<file path="config.mk">
export PLATFORM = sky130hd
export DESIGN_NAME = csync_gen
export DESIGN_NICKNAME = d
export VERILOG_FILES = /design/src/rtl/csync_gen.sv
export SDC_FILE = /design/constraint.sdc
export NUM_CORES = 1
export LEC_CHECK = 0
export BUFFER_PORTS_ARGS = -buffer_cell sky130_fd_sc_hd__buf_4
export CAP_MARGIN = 0
export CORE_ASPECT_RATIO = 0.8
export CORE_MARGIN = 1.5
export CORE_UTILIZATION = 60
export DETAILED_ROUTE_END_ITERATION = 7
export PLACE_DENSITY = 0.92
export SLEW_MARGIN = 20
export SYNTH_ARGS = -nofsm -noshare
export SYNTH_HDL_FRONTEND = slang
export SYNTH_SLANG_ARGS = --single-unit
export TNS_END_PERCENT = 5
</file>
<file path="constraint.sdc">
create_clock -name clk -period 5.9 [get_ports clk]
set_input_delay 0.295 -clock clk [delete_from_list [all_inputs] [get_ports clk]]
set_output_delay 0.295 -clock clk [all_outputs]
set_load 0.05 [all_outputs]
</file>
<file path="src/rtl/csync_gen.sv">
// csync_gen: composite-sync builder and two-stage timing aligner.
// Measures the incoming line period and hsync width, then emits a composite
// sync that follows hsync outside vsync and carries serrated broad pulses
// during vsync. Pixel data and h/v sync are forwarded with the same 2-clock
// latency as the generated sync.
module csync_gen #(
  parameter int CNT_W   = 12,
  parameter int VIDEO_W = 24
) (
  input  logic               clk,
  input  logic               reset,
  input  logic               hsync,
  input  logic               vsync,
  input  logic [VIDEO_W-1:0] din,
  output logic [VIDEO_W-1:0] dout,
  output logic               hsync_o,
  output logic               vsync_o,
  output logic               csync_o,
  output logic               locked
);

  localparam logic [CNT_W-1:0]        CNT_MAX = '1;
  localparam logic [CNT_W-1:0]        CNT_ONE = CNT_W'(1);
  localparam logic signed [CNT_W:0]   TOL     = (CNT_W+1)'(2);

  // Stage 1 registers
  logic               hs_r;
  logic               vs_r;
  logic               hs_d;
  logic [VIDEO_W-1:0] din_r;

  // Measurement state
  logic [CNT_W-1:0]   h_cnt;
  logic [CNT_W-1:0]   hw_cnt;
  logic [CNT_W-1:0]   hs_width;
  logic [CNT_W-1:0]   line_len;
  logic               valid;

  // Combinational helpers
  logic               rise;
  logic               fall;
  logic               h_sat;
  logic [CNT_W-1:0]   p;
  logic [CNT_W:0]     meas;
  logic signed [CNT_W:0] meas_diff;
  logic               within_tol;
  logic [CNT_W-1:0]   half;
  logic [CNT_W-1:0]   q;
  logic               serr;
  logic               cs_next;

  assign rise  = hs_r & ~hs_d;
  assign fall  = ~hs_r & hs_d;
  assign h_sat = (h_cnt == CNT_MAX);

  // Position within the line as seen this cycle (equals the next h_cnt).
  assign p = rise ? '0 : (h_sat ? h_cnt : h_cnt + CNT_ONE);

  // Length of the line that ends on this rise; only used when h_cnt has not
  // saturated, so the top bit stays clear in every case that updates line_len.
  assign meas       = {1'b0, h_cnt} + {1'b0, CNT_ONE};
  assign meas_diff  = $signed(meas) - $signed({1'b0, line_len});
  assign within_tol = (meas_diff <= TOL) && (meas_diff >= -TOL);

  // Serration: two broad pulses per line, each ending hs_width clocks before
  // the half-line and the line boundary.
  always_comb begin
    half    = line_len >> 1;
    q       = p;
    serr    = 1'b0;
    cs_next = hs_r;
    if (p >= half) begin
      q = p - half;
    end
    serr = (half > hs_width) && (q < (half - hs_width));
    if (vs_r && locked) begin
      cs_next = serr;
    end
  end

  // Stage 1: capture inputs and remember the previous hsync level.
  always_ff @(posedge clk or posedge reset) begin
    if (reset) begin
      hs_r  <= 1'b0;
      vs_r  <= 1'b0;
      hs_d  <= 1'b0;
      din_r <= '0;
    end else begin
      hs_r  <= hsync;
      vs_r  <= vsync;
      hs_d  <= hs_r;
      din_r <= din;
    end
  end

  // Line position and hsync width counters, both saturating.
  always_ff @(posedge clk or posedge reset) begin
    if (reset) begin
      h_cnt    <= '0;
      hw_cnt   <= '0;
      hs_width <= '0;
    end else begin
      h_cnt <= p;
      if (rise) begin
        hw_cnt <= CNT_ONE;
      end else if (hs_r && (hw_cnt != CNT_MAX)) begin
        hw_cnt <= hw_cnt + CNT_ONE;
      end
      if (fall) begin
        hs_width <= hw_cnt;
      end
    end
  end

  // Line-length tracking and lock decision, evaluated on each hsync rise.
  always_ff @(posedge clk or posedge reset) begin
    if (reset) begin
      line_len <= '0;
      valid    <= 1'b0;
      locked   <= 1'b0;
    end else if (rise) begin
      if (!valid || h_sat) begin
        // Partial or overlong line: discard it, next rise measures a full line.
        locked <= 1'b0;
        valid  <= 1'b1;
      end else if (line_len == '0) begin
        line_len <= meas[CNT_W-1:0];
      end else begin
        locked   <= within_tol;
        line_len <= meas[CNT_W-1:0];
      end
    end
  end

  // Stage 2: matched output register for data, syncs and composite sync.
  always_ff @(posedge clk or posedge reset) begin
    if (reset) begin
      dout    <= '0;
      hsync_o <= 1'b0;
      vsync_o <= 1'b0;
      csync_o <= 1'b0;
    end else begin
      dout    <= din_r;
      hsync_o <= hs_r;
      vsync_o <= vs_r;
      csync_o <= cs_next;
    end
  end

endmodule

</file>
==> results of run 1 <==
## cell usage in the layout (no fill, tap or decap), drive strengths merged, types with 3 or more instances in the layout
cell type and n:
dfrtp 103, a211o 3, nand3 27, nor4 8, o31ai 5, nand2b 11, a21o 11, fa 3
nor3 12, mux2i 5, a211oi 3, or4 6, buf 57, o21ai 49, o211ai 4, or2 6
and3 9, nor2b 7, nand2 57, nor2 36, inv 51, a31oi 7, clkbuf 10, a21oi 36
or3 6, nand4 12, xor2 25, xnor2 17, ha 47, nand3b 3, o311ai 4
## worst max-delay path by stage
stage                                  start  depth (start not counted)           endpoint  slack (ns)
final                     h_cnt[0]$_DFF_PP0_                         15  csync_o$_DFF_PP0_        0.67
after floorplan           h_cnt[0]$_DFF_PP0_                         20  csync_o$_DFF_PP0_        1.08
after global routing      h_cnt[0]$_DFF_PP0_                         19  csync_o$_DFF_PP0_        0.22
after global placement    h_cnt[0]$_DFF_PP0_                         20  csync_o$_DFF_PP0_        1.07
after detailed placement  h_cnt[0]$_DFF_PP0_                         15  csync_o$_DFF_PP0_        0.87
after CTS                 h_cnt[0]$_DFF_PP0_                         15  csync_o$_DFF_PP0_        0.79
## report_power, final
| group | leakage [nW] | internal (mW) | switching (mW) |
|---|---|---|---|
| registers | 1.29 | 0.757 | 0.0561 |
| clock network | 0.147 | 0.308 | 0.279 |
| logic | 1.73 | 0.768 | 1.10 |
| total | 3.17 | 1.83 | 1.44 |
## layout make-up
| type | count | area [um2] | share of cell area [%] |
|---|---|---|---|
| clock buffers | 10 | 239.0 | 3.628 |
| clock inverters | 6 | 57.56 | 0.8739 |
| inverters | 47 | 178.9 | 2.717 |
| multi-input cells | 440 | 2962 | 44.97 |
| flip-flops and latches | 103 | 2577 | 39.13 |
| well taps | 115 | 143.9 | 2.185 |
| repair buffers | 57 | 427.9 | 6.497 |
## state kept, by name, indices dropped and copies added (netlist names)
signal    cells
line_len     12
dout         24
csync_o       1
hs_r          1
h_cnt        12
vsync_o       1
hs_width     12
valid         1
hw_cnt       12
locked        1
vs_r          1
din_r        24
hsync_o       1
## synth_stat cells (all sizes together) (3+ instances only)
master	number	area (um2)
nand2	57	214.0
a211o	3	26.28
inv	47	176.4
o211ai	4	30.03
a21oi	36	180.2
fa	3	60.06
nand3	27	147.6
a31oi	7	43.79
nor3	12	60.06
nand3b	3	22.52
nand4	12	81.33
nor2b	7	43.79
nor2	36	135.1
or3	6	37.54
a211oi	3	22.52
xnor2	17	148.9
mux2i	5	50.05
or4	6	48.80
and3	9	56.30
clkbuf	13	48.80
dfrtp	103	2577
o21ai	49	245.2
a21o	11	82.58
nand2b	11	68.82
o31ai	5	42.54
nor4	8	50.05
xor2	25	219.0
or2	6	37.54
o311ai	4	35.03
ha	47	588.1
## metal layers
metal	routed length, um	GRT usage [%]	vias to the layer above
met4	572	13.50	0
li1	-	-	2239
met2	6570	46.04	302
met1	6014	40.13	2375
met5	0	0	-
met3	1388	5.839	56
## worst register-to-register path: cells and delay by family, from the launching register on
family,cells,cell delay [ns]
adders and majority gates,3,0.96
DFF,1,0.49
AOI/OAI and AO/OA,7,1.69
and+or+nand+nor,5,2.00
## cells by family (layout without fill, tap and decap cells)
family / after synthesis / after routing / share of synthesized area [%]
AOI/OAI and AO/OA: 134 / 134 / 14.10
adders and majority gates: 50 / 50 / 11.22
buffers and inverters: 61 / 120 / 4.095
and+or+nand+nor: 207 / 207 / 18.33
muxes: 7 / 7 / 1.257
xor gates and xnor gates: 42 / 42 / 6.369
DFF: 103 / 103 / 44.63
==> results.cfg, run 1 <==
[run_status]
outcome = finished, violations left
violations = negative hold slack

[die]
dieWidth_um = 112.7
io_pins = 56
die_h_um = 90.76
initial_core_util_pct = 62.83
core_area_mm2 = 0.009193
die-area_mm2 = 0.01023
rows = 31

[sta]
totalNegativeSetupSlack_ns = 0
fmax_mhz = 191.3
drv_slew = 0
holdWs_ns = -0.009438
rsz0062_at_grt = no
finalHoldViolCount = 6
relSlewSlack_pct = 43.76
worst_slack_ns = 0.6713
worst_pin_slew_ns = 0.8436
fin_crit_sh_pct = 88.62
fin_skew_ns = 0.01008
min_period_ns = 5.229
setup_violations = 0

[logic_synthesis]
async_flop_share_pct = 100.0
syn-num-nets = 682
synth_area_mm2 = 0.005776
ys_seq_area_share_pct = 44.63
synth_edf_count = 0
avgSynthCellArea_um2 = 9.562
ys_warn_count = 0
yosys_register_bits = 103
syn_inst = 604
synth_cell_type_count = 49
ys.flop_type = dfrtp_1

[critical_path]
endpoint_kind = flop
critPathKind = reg2reg
arrival_ns = 5.49
max_stage_delay_ns = 0.62
required_ns = 6.16
r2r_slack_ns = 0.67
rr_worst_depth = 15
crit_path_frequent_cell = ha_1
path_cells = ha_1 > nand2_1 > or4_4 > a21oi_1 > ha_1 > and3_1 > o21ai_0 > a31oi_1 > o31ai_1 > and2_1 > o21ai_0 > ha_1 > or4_1 > a211o_1 > a21oi_1
r2r_start = h_cnt[0]$_DFF_PP0_
crit_fanout = 17
crit_family = simple AND/OR/NAND/NOR gates
critPathLaunchType = flop
slowest_stage = or4_4
r2r-end = csync_o$_DFF_PP0_
worst-path-buf-inv = 0

[cts]
cts_setup_buffers = 0
ctsHoldBuffers = 0
clockRootBuffer = clkbuf_16
htree_levels = 3
clkTransAtPathRegs_ns = 0.08
cts_tree = done
cts-buffers-inserted = 9
clockBufferDepth = 2
cts_resized = 0
cts.sinks = 103
clk_latency_ns = 0.35

[power_and_ir_drop]
p_leak_nw = 3.173
p_total_mw = 3.272
p_per_area_mw_per_mm2 = 496.8
power.ir.vdd_worst_mv = 0.4551

[detailed_routing]
final_antenna_net_count = 0
wl_per_cell_um = 18.70
drc_errors = 0
routed_via_density = 6.391
wirelength_um = 14550
vias = 4972
dr.first_iter.drc_count = 583
drt_pass1_iterations = 6

[placement]
hpwl_um = 10610
placed_area_mm2 = 0.006290
dpl_worst_slack_ns = 0.8655
numPortBuffers = 55
dpl.cell_count = 762
gp_congestion = 1.019

[global_route]
grt_overflow = 0
antenna_found_initial = 0
gr-usage-all-layers_pct = 29.60
grt_pass1_wl_um = 23850
grt_pass1_vias = 4816
grt_start_max_net_pins = 58

[flow_run]
maxCapViolCount = 0

[finish]
fin_area_mm2 = 0.006586
areaGrowthSynthToFinish_pct = 14.04
fin_cells = 778
n_antenna_cell = 0
drive_above_1_share_pct = 12.97
nets = 736
nFillCells = 607
utilization_pct = 71.65

[hold_path]
worstHoldPathType = in2async
No activity file was read; power rests on OpenSTA's default activity.
==> run 2: changes to the inputs <==
--- a/config.mk
+++ b/config.mk
@@ -5,13 +5,13 @@
 export SDC_FILE = /design/constraint.sdc
 export NUM_CORES = 1
 export LEC_CHECK = 0
-export BUFFER_PORTS_ARGS = -buffer_cell sky130_fd_sc_hd__buf_4
 export CAP_MARGIN = 0
 export CORE_ASPECT_RATIO = 0.8
 export CORE_MARGIN = 1.5
 export CORE_UTILIZATION = 60
 export DETAILED_ROUTE_END_ITERATION = 7
-export PLACE_DENSITY = 0.92
+export DONT_BUFFER_PORTS = 1
+export PLACE_DENSITY = 0.87
 export SLEW_MARGIN = 20
 export SYNTH_ARGS = -nofsm -noshare
 export SYNTH_HDL_FRONTEND = slang
==> run 2 against run 1 <==
  * Non-clock buffer count decreased by 28
  * Worst setup slack worse by 0.18 ns
  * The flow now finishes without violations
  * Sequential cell count did not move
  * Largest cell class unchanged
  * Worst hold slack gained 0.36 ns
  * Fmax down 3.3%
  * Critical path depth is 5 higher
==> results.cfg, run 2 (synthesis gave the netlist of run 1 again) <==
[run_status]
outcome = complete, no violations

[detailed_routing]
drc_errors = 0
routed_via_density = 6.312
wl_per_cell_um = 19.43
final_antenna_net_count = 0
vias = 4734
drt_pass1_iterations = 5
wirelength_um = 14570
dr.first_iter.drc_count = 431

[cts]
cts_tree = done
htree_levels = 3
cts-buffers-inserted = 9
clockBufferDepth = 2
clkTransAtPathRegs_ns = 0.07
clockRootBuffer = clkbuf_16
clk_latency_ns = 0.35
cts.sinks = 103

[finish]
fin_cells = 750
fin_area_mm2 = 0.006460
reg_top3 = din_r (24), dout (24)
final_cell_mix = dfrtp_1, nand2_1, o21ai_0
nets = 708
areaGrowthSynthToFinish_pct = 11.85
n_antenna_cell = 0
utilization_pct = 70.27
mostFrequentLayoutCell = dfrtp_1
drive_above_1_share_pct = 4.882

[sta]
min_period_ns = 5.406
relSlewSlack_pct = 41.77
fin_skew_ns = 0.008522
drv_slew = 0
worst_pin_slew_ns = 0.8734
totalNegativeSetupSlack_ns = 0
fin_crit_sh_pct = 91.62
finalHoldViolCount = 0
fmax_mhz = 185.0
setup_violations = 0
rsz0062_at_grt = no

[power_and_ir_drop]
p_per_area_mw_per_mm2 = 500.6
p_leak_nw = 3.024
power.ir.vdd_worst_mv = 0.2293

[hold_path]
worstHoldPathType = reg2reg

[critical_path]
endpoint_kind = flop
arrival_ns = 5.68
crit_fanout = 17
required_ns = 6.18
critPathKind = reg2reg
critPathLaunchType = flop

[die]
initial_core_util_pct = 62.83
io_pins = 56
die_h_um = 90.76
rows = 31
dieWidth_um = 112.7
die-area_mm2 = 0.01023
core_area_mm2 = 0.009193

[placement]
dpl.cell_count = 707
gp_congestion = 1.013
numPortBuffers = 0
hpwl_um = 10400
placed_area_mm2 = 0.005877

[global_route]
antenna_found_initial = 0
grt_start_max_net_pins = 54
gr-usage-all-layers_pct = 29.61
grt_overflow = 0
grt_pass1_wl_um = 23630
grt_pass1_vias = 4606

[flow_run]
maxCapViolCount = 0
## run 2: changes by cell type in the layout (fill, tap and decap cells not counted), sizes merged
| cell | delta |
|---|---|
| buf | -55 |
| dlygate4sd3 | +27 |
| bufinv | +1 |
| clkbuf | -1 |
| clkinvlp | +1 |
| inv | -1 |
## run 2: area by class of cell
cell class	instances	area [um2]
Tap cell	115	143.9
Sequential cell	103	2577
Clock buffer	9	225.2
Multi-Input combinational cell	440	2962
Fill cell	668	2733
Inverter	47	178.9
Clock inverter	7	87.58
Timing Repair Buffer	29	285.3
## run 2: worst paths after layout
check / start / to / slack, ns / cells after the start
setup / recovery: h_cnt[0]$_DFF_PP0_ / csync_o$_DFF_PP0_ / 0.49 / 20
hold / removal: din_r[17]$_DFF_PP0_ / dout[17]$_DFF_PP0_ / 0.35 / 0
setup reg to reg: h_cnt[0]$_DFF_PP0_ / csync_o$_DFF_PP0_ / 0.49 / 20
hold reg to reg: din_r[17]$_DFF_PP0_ / dout[17]$_DFF_PP0_ / 0.35 / 0
max in group asynchronous: reset / line_len[9]$_DFFE_PP0P_ / 4.32 / 3
min in group asynchronous: reset / din_r[15]$_DFF_PP0_ / 0.50 / 2
## run 2: report_power, final
group          internal [mW]  switching [mW]
clock network          0.338           0.287
logic                  0.748            1.01
registers              0.756          0.0961
total                   1.84            1.39
## run 2: timing repair
| action | CTS | global route |
|---|---|---|
| hold endpoints to repair | 78 | 0 |
| hold buffers | 27 | 0 |
| resized for setup | 0 | 0 |
| setup buffers | 0 | 0 |
## run 2: per-stage QoR
step | power, mW | worst slack, ns | hold WS [ns]
after floorplan | 2.172 | 1.077 | 0.3264
after global routing | 3.473 | 0.1155 | 0.3551
after global placement | 2.476 | 1.013 | 0.2714
final | 3.234 | 0.4942 | 0.3516
after detailed placement | 2.528 | 0.7250 | 0.2881
after CTS | 3.191 | 0.6778 | 0.3557
## run 2: routing by layer
layer / vias up / GRT usage [%] / wire [um]
met5: - / 0 / 0
met4: 0 / 12.45 / 467
met3: 39 / 5.705 / 1111
met2: 234 / 45.22 / 6534
met1: 2282 / 41.38 / 6455
li1: 2179 / - / -
## run 2: worst max-delay path: stages, from the launching register on
cell      delay, ns
dfrtp_1        0.48
ha_1           0.32
nand2_1        0.09
or4_4          0.61
nor2b_1        0.18
nor2_1         0.19
ha_1           0.35
and3_1         0.20
o21ai_0        0.24
a31oi_1        0.17
o31ai_1        0.54
and2_1         0.56
o21ai_0        0.19
ha_1           0.33
a21oi_1        0.14
nor2b_1        0.06
o21ai_0        0.18
o311ai_0       0.18
nor2_1         0.14
a21oi_1        0.07
a21oi_1        0.12
==> run 3: changes to the inputs <==
--- a/config.mk
+++ b/config.mk
@@ -12,6 +12,7 @@
 export DETAILED_ROUTE_END_ITERATION = 7
 export DONT_BUFFER_PORTS = 1
 export PLACE_DENSITY = 0.87
+export REMOVE_ABC_BUFFERS = 1
 export SLEW_MARGIN = 20
 export SYNTH_ARGS = -nofsm -noshare
 export SYNTH_HDL_FRONTEND = slang
==> run 3 against run 2 <==
  * Clock-buffer cell count unchanged
  * Critical path depth stayed put
  * Final cell count decreased by 0.13%
  * Critical endpoint unchanged
  * Largest cell class unchanged
  * Largest power group unchanged
==> results.cfg, run 3 (synthesis gave the netlist of run 1 again) <==
[sta]
worst_pin_slew_ns = 0.8931
relSlewSlack_pct = 40.46
finalHoldViolCount = 0
totalNegativeSetupSlack_ns = 0
fmax_mhz = 189.6
setup_violations = 0
drv_slew = 0
rsz0062_at_grt = no
fin_crit_sh_pct = 89.40
fin_skew_ns = 0.008494
holdWs_ns = 0.3496
min_period_ns = 5.275

[cts]
htree_levels = 3
cts.sinks = 103
cts_resized = 0
clockRootBuffer = clkbuf_16
cts_tree = done
cts_setup_buffers = 0
clk_latency_ns = 0.35
clockBufferDepth = 2
cts-buffers-inserted = 9
ctsHoldBuffers = 27
clkTransAtPathRegs_ns = 0.07

[placement]
numPortBuffers = 0
dpl.cell_count = 707
hpwl_um = 9624
gp_congestion = 0.9947
placed_area_mm2 = 0.005877

[critical_path]
r2r-end = csync_o$_DFF_PP0_
crit_cells = 20
critPathKind = reg2reg
slowest_stage = or4_4
rr_worst_depth = 20
path_cells = ha_1 > nand2_1 > or4_4 > nor2b_1 > nor2_1 > ha_1 > and3_1 > o21ai_0 > a31oi_1 > o31ai_1 > and2_1 > o21ai_0 > ha_1 > a21o_1 > a21o_1 > a21oi_1 > nor2_1 > nor2_1 > a21oi_1 > a21oi_1
critPathLaunchType = flop
r2r_start = h_cnt[0]$_DFF_PP0_
crit_family = simple AND/OR/NAND/NOR gates
required_ns = 6.18
endpoint_kind = flop
max_stage_delay_ns = 0.61
worst-path-buf-inv = 0
r2r_slack_ns = 0.63
arrival_ns = 5.55
crit_fanout = 17

[die]
io_pins = 56
die-area_mm2 = 0.01023
die_h_um = 90.76
core_area_mm2 = 0.009193
dieWidth_um = 112.7
rows = 31
initial_core_util_pct = 62.83

[finish]
final_cell_mix = dfrtp_1, nand2_1, o21ai_0
n_antenna_cell = 0
areaGrowthSynthToFinish_pct = 11.27
reg_top3 = din_r (24), dout (24)
fin_cells = 749
mostFrequentLayoutCell = dfrtp_1
nets = 708
fin_area_mm2 = 0.006426
drive_above_1_share_pct = 4.732

[run_status]
outcome = complete, no violations

[detailed_routing]
wirelength_um = 13780
final_antenna_net_count = 0
drt_pass1_iterations = 5
dr.first_iter.drc_count = 483
routed_via_density = 6.352
wl_per_cell_um = 18.40
drc_errors = 0
vias = 4758

[global_route]
busiest_layer = met2
use_met2_pct = 44.66
grt_overflow = 0
grt.met3_usage_pct = 6.040
grt_use_met1_pct = 38.29
grt_pass1_vias = 4454
grt_start_max_net_pins = 70
antenna_found_initial = 0
grt_pass1_wl_um = 22590
gr-usage-all-layers_pct = 27.88

[flow_run]
maxCapViolCount = 0

[power_and_ir_drop]
power.ir.vdd_worst_mv = 0.3707
p_per_area_mw_per_mm2 = 488.3
p_leak_nw = 3.008

[hold_path]
hold_start = din_r[14]$_DFF_PP0_
holdPathStages = 0
worstHoldPathType = reg2reg
whs_endpoint = dout[14]$_DFF_PP0_
[run 3: through the flow]
| stage | power (mW) | utilization [%] | setup slack, ns |
|---|---|---|---|
| after detailed placement | 2.505 | 63.93 | 0.8555 |
| after global routing | 3.390 | 69.91 | 0.2447 |
| after CTS | 3.097 | 69.91 | 0.7550 |
| after floorplan | 2.159 | - | 1.420 |
| final | 3.138 | 69.91 | 0.6252 |
| after global placement | 2.432 | 63.93 | 1.085 |
[run 3: area by class of cell]
type	count	area, um2
multi-input cells	440	2962
fillers	655	2766
flip-flops and latches	103	2577
repair buffers	29	285.3
clock buffers	9	225.2
inverters	47	178.9
well taps	115	143.9
clock inverters	6	53.80
[run 3: worst max path at each step]
stage	end	from	slack [ns]
after floorplan	csync_o$_DFF_PP0_	h_cnt[0]$_DFF_PP0_	1.42
after global placement	csync_o$_DFF_PP0_	h_cnt[0]$_DFF_PP0_	1.09
after detailed placement	csync_o$_DFF_PP0_	h_cnt[0]$_DFF_PP0_	0.86
after CTS	csync_o$_DFF_PP0_	h_cnt[0]$_DFF_PP0_	0.75
after global routing	csync_o$_DFF_PP0_	h_cnt[0]$_DFF_PP0_	0.24
final	csync_o$_DFF_PP0_	h_cnt[0]$_DFF_PP0_	0.63
[run 3: worst register-to-register path, delay by kind of cell (launching register included)]
kind                     cells  cell delay, ns
adder cells (fa/ha/maj)      3            1.02
AND/OR/NAND/NOR              8            1.98
AO/OA/AOI/OAI                9            1.72
flip-flops                   1            0.47
[run 3: metal layers]
metal,part of all wire (%),up-vias
li1,-,2176
met1,43,2299
met2,46,250
met3,8.7,33
met4,2.0,0
met5,0,-
[run 3: power by group]
| group | leakage, nW | internal [mW] | switching [mW] | total, mW |
|---|---|---|---|---|
| Clock | 0.134 | 0.291 | 0.270 | 0.561 |
| Sequential | 1.29 | 0.757 | 0.0913 | 0.848 |
| Combinational | 1.58 | 0.743 | 0.985 | 1.73 |
| Total | 3.01 | 1.79 | 1.35 | 3.14 |
